[src/rtl/fork_join_engine.sv]
// fork_join_engine: CHANNELS-lane fork/join dispatcher with programmable per-lane latency and SEQ/JOIN_ALL/JOIN_ANY/JOIN_NONE completion.
module fork_join_engine #(
  parameter int WIDTH = 8,
  parameter int CHANNELS = 4,
  parameter int LAT_W = 4,
  localparam int ID_W = CHANNELS > 1 ? $clog2(CHANNELS) : 1
) (
  input  logic                      clk,
  input  logic                      rst_n,
  input  logic                      start,
  input  logic [1:0]                mode,
  input  logic [WIDTH-1:0]          data_in,
  input  logic [CHANNELS*LAT_W-1:0] lat_in,
  output logic                      busy,
  output logic                      done,
  output logic [ID_W-1:0]           first_id,
  output logic [CHANNELS-1:0]       ch_valid,
  output logic [CHANNELS*WIDTH-1:0] result,
  output logic                      start_err
);
  localparam logic [0:0] IDLE = 1'b0, RUN = 1'b1;
  logic [0:0] state;
  logic [LAT_W-1:0] cnt [CHANNELS];
  logic [CHANNELS-1:0] running, comp, nxt_run;
  logic [1:0] mode_q;
  logic [WIDTH-1:0] data_q;
  logic any_seen, none_pend;
  logic [ID_W-1:0] low_id;
  assign busy = state == RUN;
  // In SEQ a finishing lane hands off to the next one; its counter was preloaded at start.
  always_comb begin
    comp = '0;
    low_id = '0;
    for (int i = 0; i < CHANNELS; i++) comp[i] = running[i] && cnt[i] == LAT_W'(1);
    for (int i = CHANNELS - 1; i >= 0; i--) if (comp[i]) low_id = ID_W'(i);
    nxt_run = (running & ~comp) | (mode_q == 2'd0 ? comp << 1 : '0);
  end
  always_ff @(posedge clk or negedge rst_n) begin
    if (!rst_n) begin
      state <= IDLE;
      done <= 1'b0;
      start_err <= 1'b0;
      first_id <= '0;
      ch_valid <= '0;
      result <= '0;
      running <= '0;
      mode_q <= 2'd0;
      data_q <= '0;
      any_seen <= 1'b0;
      none_pend <= 1'b0;
      for (int i = 0; i < CHANNELS; i++) cnt[i] <= '0;
    end else begin
      start_err <= start && busy;
      done <= 1'b0;
      if (!busy) begin
        if (start) begin
          state <= RUN;
          mode_q <= mode;
          data_q <= data_in;
          ch_valid <= '0;
          running <= mode == 2'd0 ? CHANNELS'(1) : '1;
          any_seen <= 1'b0;
          none_pend <= mode == 2'd3;
          for (int i = 0; i < CHANNELS; i++)
            cnt[i] <= lat_in[i*LAT_W +: LAT_W] == '0 ? LAT_W'(1) : lat_in[i*LAT_W +: LAT_W];
        end
      end else begin
        none_pend <= 1'b0;
        if (none_pend) done <= 1'b1;
        for (int i = 0; i < CHANNELS; i++) begin
          if (comp[i]) begin
            ch_valid[i] <= 1'b1;
            result[i*WIDTH +: WIDTH] <= data_q + (WIDTH'(1) << i);
          end else if (running[i]) cnt[i] <= cnt[i] - LAT_W'(1);
        end
        running <= nxt_run;
        if (mode_q == 2'd2 && |comp && !any_seen) begin
          done <= 1'b1;
          any_seen <= 1'b1;
          first_id <= low_id;
        end
        if (nxt_run == '0) begin
          state <= IDLE;
          if (mode_q <= 2'd1) done <= 1'b1;
        end
      end
    end
  end
endmodule

[config.mk]
export PLATFORM = sky130hd
export DESIGN_NAME = fork_join_engine
export DESIGN_NICKNAME = d
export VERILOG_FILES = /design/src/rtl/fork_join_engine.sv
export SDC_FILE = /design/constraint.sdc
export NUM_CORES = 1
export LEC_CHECK = 0
export CORE_ASPECT_RATIO = 2
export CORE_UTILIZATION = 50
export CTS_CLUSTER_DIAMETER = 40
export DETAILED_ROUTE_END_ITERATION = 6
export GPL_ROUTABILITY_DRIVEN = 1
export PLACE_DENSITY = 0.81
export REMOVE_ABC_BUFFERS = 1
export SKIP_CTS_REPAIR_TIMING = 1
export SYNTH_ARGS = -nofsm -noshare
export SYNTH_HDL_FRONTEND = slang
export SYNTH_SLANG_ARGS = --single-unit
[constraint.sdc]
create_clock -name clk -period 5.4 [get_ports clk]
set_clock_uncertainty 0.2 [all_clocks]
set_input_delay 0.54 -clock clk [delete_from_list [all_inputs] [get_ports clk]]
set_output_delay 0.54 -clock clk [all_outputs]
set_load 0.01 [all_outputs]
==> impl_metrics.csv, run 1 <==
group,metric,value,unit
finish,area_growth,28.7,%
run_status,status,"completed",
yosys,ys_seq_area_share,49.5,%
die,coreArea,7210,um2
finish,fillCellCount,553,
yosys,synthFlopType,"dfrtp_1",
routing,drtAntennaViolNets,0,
cts,cts_made_buffers,9,
yosys,synthTopCellsByArea,"dfrtp_1, nand2_1, xor2_1",
finish,final_cell_mix,"dfrtp_1, nand2_1, clkdlybuf4s50_1",
cts,cts_tree,"yes",
yosys,synth_cell_type_count,40,
cts,clk_pin_slew,0.05,ns
worst_setup_path,crit_path_top_delay_cell,"clkdlybuf4s50_1",
yosys,synthCells,383,
global_route,gr-usage-all-layers,24.6,%
die,initial_core_util,51.2,%
power_and_ir_drop,power_density,589,nW/um2
global_route,grt_pass1_vias,3041,
sta,fmax,418,MHz
cts,clk_path_buf_depth,2,
cts,clk_latency,0.34,ns
global_route,grt-ovfl-total,0,
worst_setup_path,cp_slowest_stage_delay,0.61,ns
yosys,syn_avg_cell_area,9.64,um2
routing,wl_per_cell,15.8,um
placed_design,port_buffers,69,
routing,vias,3015,
sta,finalSetupViolations,0,
finish,post-route-util,65.9,%
min_path,holdCritPathClass,"in -> async",
finish,antenna_cells,0,
worst_setup_path,critPathTopFamily,"buffers and inverters",
power_and_ir_drop,ir_drop,270,uV
worst_setup_path,start_kind,"register",
yosys,synth_top_area_cell,"dfrtp_1",
sta,rsz0062_at_grt,"false",
yosys,synth_enable_flop_cells,0,
finish,mostFrequentLayoutCell,"dfrtp_1",
die,die_area,7750,um2
worst_setup_path,crit_required,4.66,ns
worst_setup_path,end_kind,"output pin",
worst_setup_path,cp.buffers_inverters,2,
placed_design,hpwlAfterDp,6.03,mm
worst_setup_path,path_cells,"buf_4 -> clkdlybuf4s50_1",
placed_design,gp_congestion,0.862,
sta,maxSlewViolCount,0,
power_and_ir_drop,cellLeakagePower,0.00208,uW
worst_setup_path,crit_fanout,40,
sta,period_share,44.3,%
cts,clock_sinks,73,
global_route,antenna_found_initial,0,
flow_run,drv_cap,0,
routing,first_pass_iters,4,
routing,viasPerCell,5.56,
sta,hold_viol,0,
sta,fin_setup_tns,0,ns
finish,drive_gt1_share,9.11,%
global_route,grt_pass1_wl,14.2,mm
yosys,yosys_warnings,0,
sta,final.min_clock_period,2.39,ns
die,die_w,62.8,um
worst_setup_path,critPathKind,"reg -> out",
sta,worst_slew_pin_slew,0.919,ns
cts,cts_root_buf,"clkbuf_16",
yosys,ys_async_sr_fraction,100,%
yosys,yosysTopAreaCellShare,49.5,%
finish,nNetsFinal,486,
die,die_h,124,um
routing,drc,0,
cts,htree_levels,3,
die,fp-row-count,44,
worst_setup_path,arrival,1.65,ns
global_route,grt_max_degree,74,
yosys,ys_seq_elements,73,
routing,drtIter0Drc,136,
routing,routed_wl,8.56,mm
yosys,syn_area,3690,um2
sta,slew_headroom,38.7,%
die,io_pins,70,
Yosys cell counts, drive strengths merged (3+ instances only):
| library cell | instances |
|---|---|
| a211oi | 11 |
| a21o | 3 |
| a21oi | 23 |
| and4bb | 3 |
| buf | 13 |
| clkbuf | 9 |
| dfrtp | 73 |
| ha | 12 |
| inv | 14 |
| mux2 | 11 |
| nand2 | 71 |
| nand3 | 15 |
| nand4 | 5 |
| nor2 | 14 |
| nor2b | 10 |
| nor3 | 10 |
| o21ai | 29 |
| or2 | 3 |
| or3b | 4 |
| xnor2 | 8 |
| xor2 | 21 |
cell type report:
class,instances,area [um2],share of cell area (%)
timing repair buffer,73,716,15.1
tap,92,115,2.42
clock inverter,4,73.8,1.55
sequential,73,1830,38.4
clock buffer,12,267,5.61
multi-input combinational,274,1700,35.8
inverter,14,52.6,1.11
cell families after synthesis:
| logic type | count (synthesis) | synth area share, % |
|---|---|---|
| AND/OR/NAND/NOR | 142 | 18.7 |
| AO/OA/AOI/OAI | 80 | 13.0 |
| flip-flops | 73 | 49.5 |
| buffers and inverters | 36 | 4.41 |
| XOR/XNOR | 29 | 6.88 |
| adder cells (fa/ha/maj) | 12 | 4.07 |
| multiplexers | 11 | 3.46 |
flip-flops by register name, indices dropped and copies added (netlist names):
register	cells
any_seen	1
busy	1
ch_valid	4
cnt	16
data_q	8
done	1
first_id	2
mode_q	2
none_pend	1
result	32
running	4
start_err	1
through the flow:
step / total power (uW) / setup WS (ns) / cell area [um2] / std cells / hold slack (ns)
floorplan: 1640 / 2.93 / 3580 / 361 / 0.0444
global placement: 2070 / 2.93 / 4410 / 526 / 0.262
detailed placement: 2130 / 2.85 / 4410 / 526 / 0.270
CTS: 2810 / 3.00 / 4750 / 542 / 0.249
global route: 2990 / 2.95 / 4750 / 542 / 0.293
finish: 2800 / 3.01 / 4750 / 542 / 0.207
metal layers:
metal	wire (um)	global-route usage, %	share of wire [%]	vias to the layer above
met5	0	0	0	-
met4	318	14.4	3.7	0
met3	281	5.44	3.3	26
met2	4880	44.7	57	90
met1	3080	25.6	36	1470
li1	-	-	-	1429
worst paths after layout:
kind | startpoint | to | slack, ns | cells after the start
worst max-delay path | busy | busy | 3.01 | 2
worst min-delay path | rst_n | result[18] | 0.21 | 2
worst max register to register | busy | result[25] | 3.23 | 4
worst min register to register | result[15] | result[15] | 0.27 | 2
max in group asynchronous | rst_n | any_seen | 4.18 | 2
min in group clk | result[15] | result[15] | 0.27 | 2
report_power, final:
group	switching [uW]	leakage (uW)	total [uW]	internal [uW]
Sequential	264	0.000915	1060	795
Combinational	494	0.000999	1070	581
Clock	224	0.000169	666	442
Total	982	0.00208	2800	1820
Note: power is estimated with default switching activity, not from simulation.
==> inputs of run 2 (changes only) <==
==> constraint.sdc (replaced) <==
create_clock -name clk -period 2.2 [get_ports clk]
set_clock_uncertainty 0.2 [all_clocks]
set_input_delay 0.22 -clock clk [delete_from_list [all_inputs] [get_ports clk]]
set_output_delay 0.22 -clock clk [all_outputs]
set_load 0.01 [all_outputs]
==> impl_metrics.csv, run 2 (synthesis results as in run 1) <==
group,metric,value,unit
routing,dr.max_layer_used,"met4",
sta,fmax,492,MHz
routing,drtAntennaViolNets,0,
finish,mostFrequentLayoutCell,"dfrtp_1",
min_path,min_from,"data_in[2]",
worst_setup_path,cp_slowest_stage_delay,0.54,ns
sta,rsz0062_at_grt,"false",
placed_design,hpwlAfterDp,6.20,mm
sta,finalSetupViolations,0,
finish,fin_area,4820,um2
finish,post-route-util,66.8,%
global_route,gr-usage-all-layers,24.2,%
worst_setup_path,start_kind,"register",
power_and_ir_drop,power.clock.fraction,21.8,%
cts,clk_path_buf_depth,2,
finish,fillCellCount,584,
worst_setup_path,cp.buffers_inverters,2,
min_path,holdCritPathClass,"in -> reg",
sta,hold_viol,0,
routing,drtIter0Drc,225,
cts,htree_levels,3,
power_and_ir_drop,p_seq_share,38.4,%
finish,largest_reg_flops,32,
worst_setup_path,critPathKind,"reg -> out",
die,die_w,62.8,um
die,coreArea,7210,um2
power_and_ir_drop,power.switching,2390,uW
cts,clock_sinks,73,
placed_design,dpl_cell_area,4510,um2
die,die_h,124,um
worst_setup_path,critPathTopFamily,"buffers and inverters",
worst_setup_path,r2r_start,"cnt[13]",
sta,worst_slew_pin_slew,0.504,ns
worst_setup_path,worstReg2RegEnd,"busy",
worst_setup_path,crit_fanout,12,
global_route,grt_max_degree,74,
cts,clk_latency,0.33,ns
finish,drive_gt1_share,10.5,%
sta,period_share,92.3,%
sta,whs,0.227,ns
power_and_ir_drop,p_sw_share,35.2,%
power_and_ir_drop,power_density,1410,nW/um2
power_and_ir_drop,power_frac_comb,39.7,%
run_status,status,"completed",
routing,first_pass_iters,5,
cts,cts_made_buffers,9,
worst_setup_path,end_kind,"output pin",
sta,final.min_clock_period,2.03,ns
finish,seq_area,1830,um2
global_route,grt_pass1_vias,3025,
routing,drc,0,
finish,area_growth,30.4,%
routing,drt-met1-wl,3.13,mm
sta,maxSlewViolCount,0,
routing,routed_wl,8.62,mm
worst_setup_path,crit_required,1.78,ns
cts,clk_pin_slew,0.05,ns
worst_setup_path,path_cells,"buf_4 -> clkdlybuf4s50_1",
min_path,min_to,"data_q[2]",
placed_design,port_buffers,69,
power_and_ir_drop,p_int,4400,uW
routing,wl_per_cell,15.7,um
routing,vias,3036,
finish,final_cell_mix,"dfrtp_1, nand2_1, clkdlybuf4s50_1",
die,die_area,7750,um2
global_route,antenna_found_initial,0,
routing,wl_met2,4.95,mm
sta,slew_headroom,66.4,%
power_and_ir_drop,ir_drop,669,uV
finish,max_flop_register,"result",
routing,viasPerCell,5.52,
worst_setup_path,r2r_slack,0.20,ns
finish,multi_input_comb_area,1700,um2
worst_setup_path,crit_path_top_delay_cell,"clkdlybuf4s50_1",
finish,nNetsFinal,496,
finish,reg.largest.list,"result (32), cnt (16), data_q (8)",
die,io_pins,70,
global_route,grt-ovfl-total,0,
worst_setup_path,arrival,1.61,ns
cts,cts_tree,"yes",
worst_setup_path,r2r_cells,6,
global_route,grt_pass1_wl,14.1,mm
routing,dr_wl_met3,231,um
placed_design,gp_congestion,0.852,
finish,antenna_cells,0,
cts,cts_root_buf,"clkbuf_16",
flow_run,drv_cap,0,
die,initial_core_util,51.2,%
power_and_ir_drop,cellLeakagePower,0.00211,uW
die,fp-row-count,44,
min_path,min_path_cells,3,
-- run 2: cell types whose count changed in the layout (fill, tap and decap cells not counted) --
cell,change
dfrtp_1,-1
dlygate4sd3_1,+1
clkinv_2,+1
dfrtp_2,+1
clkbuf_8,-3
clkinv_4,-1
clkbuf_1,+1
buf_12,+2
buf_4,+7
-- run 2: how the worst max path moves through the flow --
| stage | from | end | slack, ns | cells past startpoint |
|---|---|---|---|---|
| 3_5_place_dp | start | cnt[1] | 0.22 | 5 |
| 2_1_floorplan | busy | cnt[1] | -0.27 | 4 |
| 4_1_cts | busy | busy | 0.04 | 2 |
| 5_1_grt | cnt[13] | done | 0.10 | 6 |
| 3_3_place_gp | start | cnt[1] | 0.29 | 5 |
| 6_report | busy | busy | 0.17 | 2 |
-- run 2: power by group through the flow --
stage / sequential (uW) / clock (uW) / combinational [uW]
after floorplan: 2630 / 0 / 1380
after global placement: 2580 / 0 / 2580
after detailed placement: 2610 / 0 / 2660
after CTS: 2600 / 1500 / 2710
after global routing: 2700 / 1560 / 2990
final: 2610 / 1480 / 2700
-- run 2: area by class of cell --
| cell class | count | area share, % |
|---|---|---|
| Inverter | 14 | 1.09 |
| Tap cell | 92 | 2.39 |
| Timing Repair Buffer | 83 | 17.0 |
| Sequential cell | 73 | 38.0 |
| Clock buffer | 10 | 4.75 |
| Clock inverter | 4 | 1.45 |
| Multi-Input combinational cell | 274 | 35.4 |
-- run 2: worst reg2reg max path: stages, from the launching register on --
cell     delay [ns]
dfrtp_1        0.39
inv_1          0.12
ha_1           0.17
or3b_4         0.40
a21oi_1        0.28
nand4_1        0.17
nor2b_1        0.16
-- run 2: stage by stage --
stage	setup TNS (ns)	cells	total power, uW	setup WS (ns)
after detailed placement	0	535	5280	0.223
after floorplan	-0.649	361	4010	-0.270
after global placement	0	535	5160	0.288
after global routing	0	550	7250	0.100
final	0	550	6790	0.169
after CTS	0	549	6810	0.0433
-- run 2: routing by layer --
metal	global-route usage, %	vias up
met3	3.69	24
met5	0	-
met2	46.3	81
met4	14.4	0
li1	-	1452
met1	24.0	1479
==> inputs of run 3 (changes only) <==
--- a/config.mk
+++ b/config.mk
@@ -6,12 +6,14 @@
 export NUM_CORES = 1
 export LEC_CHECK = 0
 export CORE_ASPECT_RATIO = 2
+export CORE_MARGIN = 5
 export CORE_UTILIZATION = 50
 export CTS_CLUSTER_DIAMETER = 40
 export DETAILED_ROUTE_END_ITERATION = 6
 export GPL_ROUTABILITY_DRIVEN = 1
 export PLACE_DENSITY = 0.81
 export REMOVE_ABC_BUFFERS = 1
+export SETUP_SLACK_MARGIN = 0.1
 export SKIP_CTS_REPAIR_TIMING = 1
 export SYNTH_ARGS = -nofsm -noshare
 export SYNTH_HDL_FRONTEND = slang
==> impl_metrics.csv, run 3 (synthesis results as in run 1) <==
group,metric,value,unit
worst_setup_path,start_kind,"register",
cts,clk_path_buf_depth,2,
sta,finalSetupViolations,0,
worst_setup_path,crit_path_top_delay_cell,"or3b_4",
worst_setup_path,end_kind,"register",
sta,setup_ws,0.173,ns
global_route,grt_pass1_wl,15.3,mm
power_and_ir_drop,power_density,1440,nW/um2
worst_setup_path,crit_fanout,5,
die,die_h,132,um
worst_setup_path,r2r_cells,6,
routing,viasPerCell,5.68,
global_route,grt-ovfl-total,0,
finish,final_cell_mix,"dfrtp_1, nand2_1, clkdlybuf4s50_1",
placed_design,hpwlAfterDp,6.80,mm
finish,multi_input_comb_area,1710,um2
finish,max_flop_register,"result",
sta,fmax,493,MHz
power_and_ir_drop,power,7000,uW
die,initial_core_util,51.2,%
finish,post-route-util,67.5,%
worst_setup_path,r2r_start,"cnt[5]",
die,coreArea,7210,um2
cts,clock_sinks,73,
run_status,status,"completed",
power_and_ir_drop,ir_drop,944,uV
routing,wl_per_cell,17.0,um
routing,drtAntennaViolNets,0,
placed_design,preCtsSetupSlack,0.218,ns
sta,final.min_clock_period,2.03,ns
sta,rsz0062_at_grt,"false",
global_route,antenna_found_initial,0,
finish,seq_area,1830,um2
flow_run,drv_cap,0,
placed_design,port_buffers,69,
finish,mostFrequentLayoutCell,"dfrtp_1",
routing,vias,3155,
cts,cts_tree,"yes",
cts,htree_levels,3,
finish,fillCellCount,541,
global_route,grt_pass1_vias,3285,
finish,reg.largest.list,"result (32), cnt (16), data_q (8)",
global_route,gr-usage-all-layers,21.0,%
finish,nNetsFinal,499,
die,fp-row-count,44,
worst_setup_path,r2r_slack,0.17,ns
die,die_area,9310,um2
routing,drc,0,
finish,drive_gt1_share,11.2,%
min_path,holdCritPathClass,"in -> async",
finish,area_growth,31.8,%
sta,worst_slew_pin_slew,0.499,ns
routing,first_pass_iters,5,
cts,cts_made_buffers,9,
die,die_w,70.8,um
sta,hold_viol,0,
sta,slew_headroom,66.7,%
sta,maxSlewViolCount,0,
worst_setup_path,critPathKind,"reg -> reg",
power_and_ir_drop,cellLeakagePower,0.00214,uW
finish,antenna_cells,0,
sta,period_share,92.2,%
cts,clk_latency,0.34,ns
worst_setup_path,crit_required,2.25,ns
finish,largest_reg_flops,32,
worst_setup_path,path_cells,"inv_1 -> ha_1 -> or3b_4 -> a22oi_1 -> nand4_1 -> o211ai_1",
cts,cts_root_buf,"clkbuf_16",
sta,fin_setup_tns,0,ns
die,io_pins,70,
placed_design,gp_congestion,0.869,
worst_setup_path,cp_slowest_stage_delay,0.42,ns
worst_setup_path,worstReg2RegEnd,"done",
global_route,grt_max_degree,51,
sta,whs,0.219,ns
worst_setup_path,arrival,2.08,ns
cts,clk_pin_slew,0.06,ns
routing,drtIter0Drc,248,
routing,routed_wl,9.44,mm
-- run 3: area by class of cell --
class                   instances  share of cell area, %
clock buffers                  11                   4.78
clock inverters                 5                   2.13
inverters                      14                   1.08
multi-input cells             274                   35.1
flip-flops and latches         73                   37.5
well taps                      92                   2.37
repair buffers                 86                   17.0
-- run 3: where the power goes --
part | switching, uW | internal (uW) | total (uW) | leakage (uW)
registers | 646 | 1950 | 2600 | 0.000915
clock network | 544 | 1110 | 1650 | 0.000164
logic | 1270 | 1480 | 2750 | 0.00106
total | 2460 | 4540 | 7000 | 0.00214
-- run 3: worst max-delay path, delay by kind of cell, from the launching register on --
kind	cells	cell delay [ns]
buffers and inverters	1	0.09
flip-flops	1	0.41
AND/OR/NAND/NOR	2	0.58
adder cells (fa/ha/maj)	1	0.16
AO/OA/AOI/OAI	2	0.50
-- run 3: how the worst max path moves through the flow --
stage | startpoint | end | slack [ns] | cells past startpoint
after floorplan | busy | cnt[1] | -0.27 | 4
after global placement | start | cnt[9] | 0.27 | 6
after detailed placement | start | cnt[5] | 0.22 | 6
after CTS | cnt[5] | done | 0.18 | 6
after global routing | cnt[5] | done | 0.10 | 6
final | cnt[5] | done | 0.17 | 6
-- run 3: stage by stage --
stage,instances,cell area (um2)
after floorplan,361,3580
after global placement,538,4520
after detailed placement,538,4520
after CTS,554,4850
after global routing,555,4870
final,555,4870
-- run 3: per-layer routing --
metal / routed length (um) / track usage (%) / vias to the layer above
met5: 0 / 0 / -
met4: 343 / 11.4 / 0
met3: 445 / 4.74 / 32
met2: 5460 / 39.6 / 126
met1: 3190 / 20.0 / 1536
li1: - / - / 1461
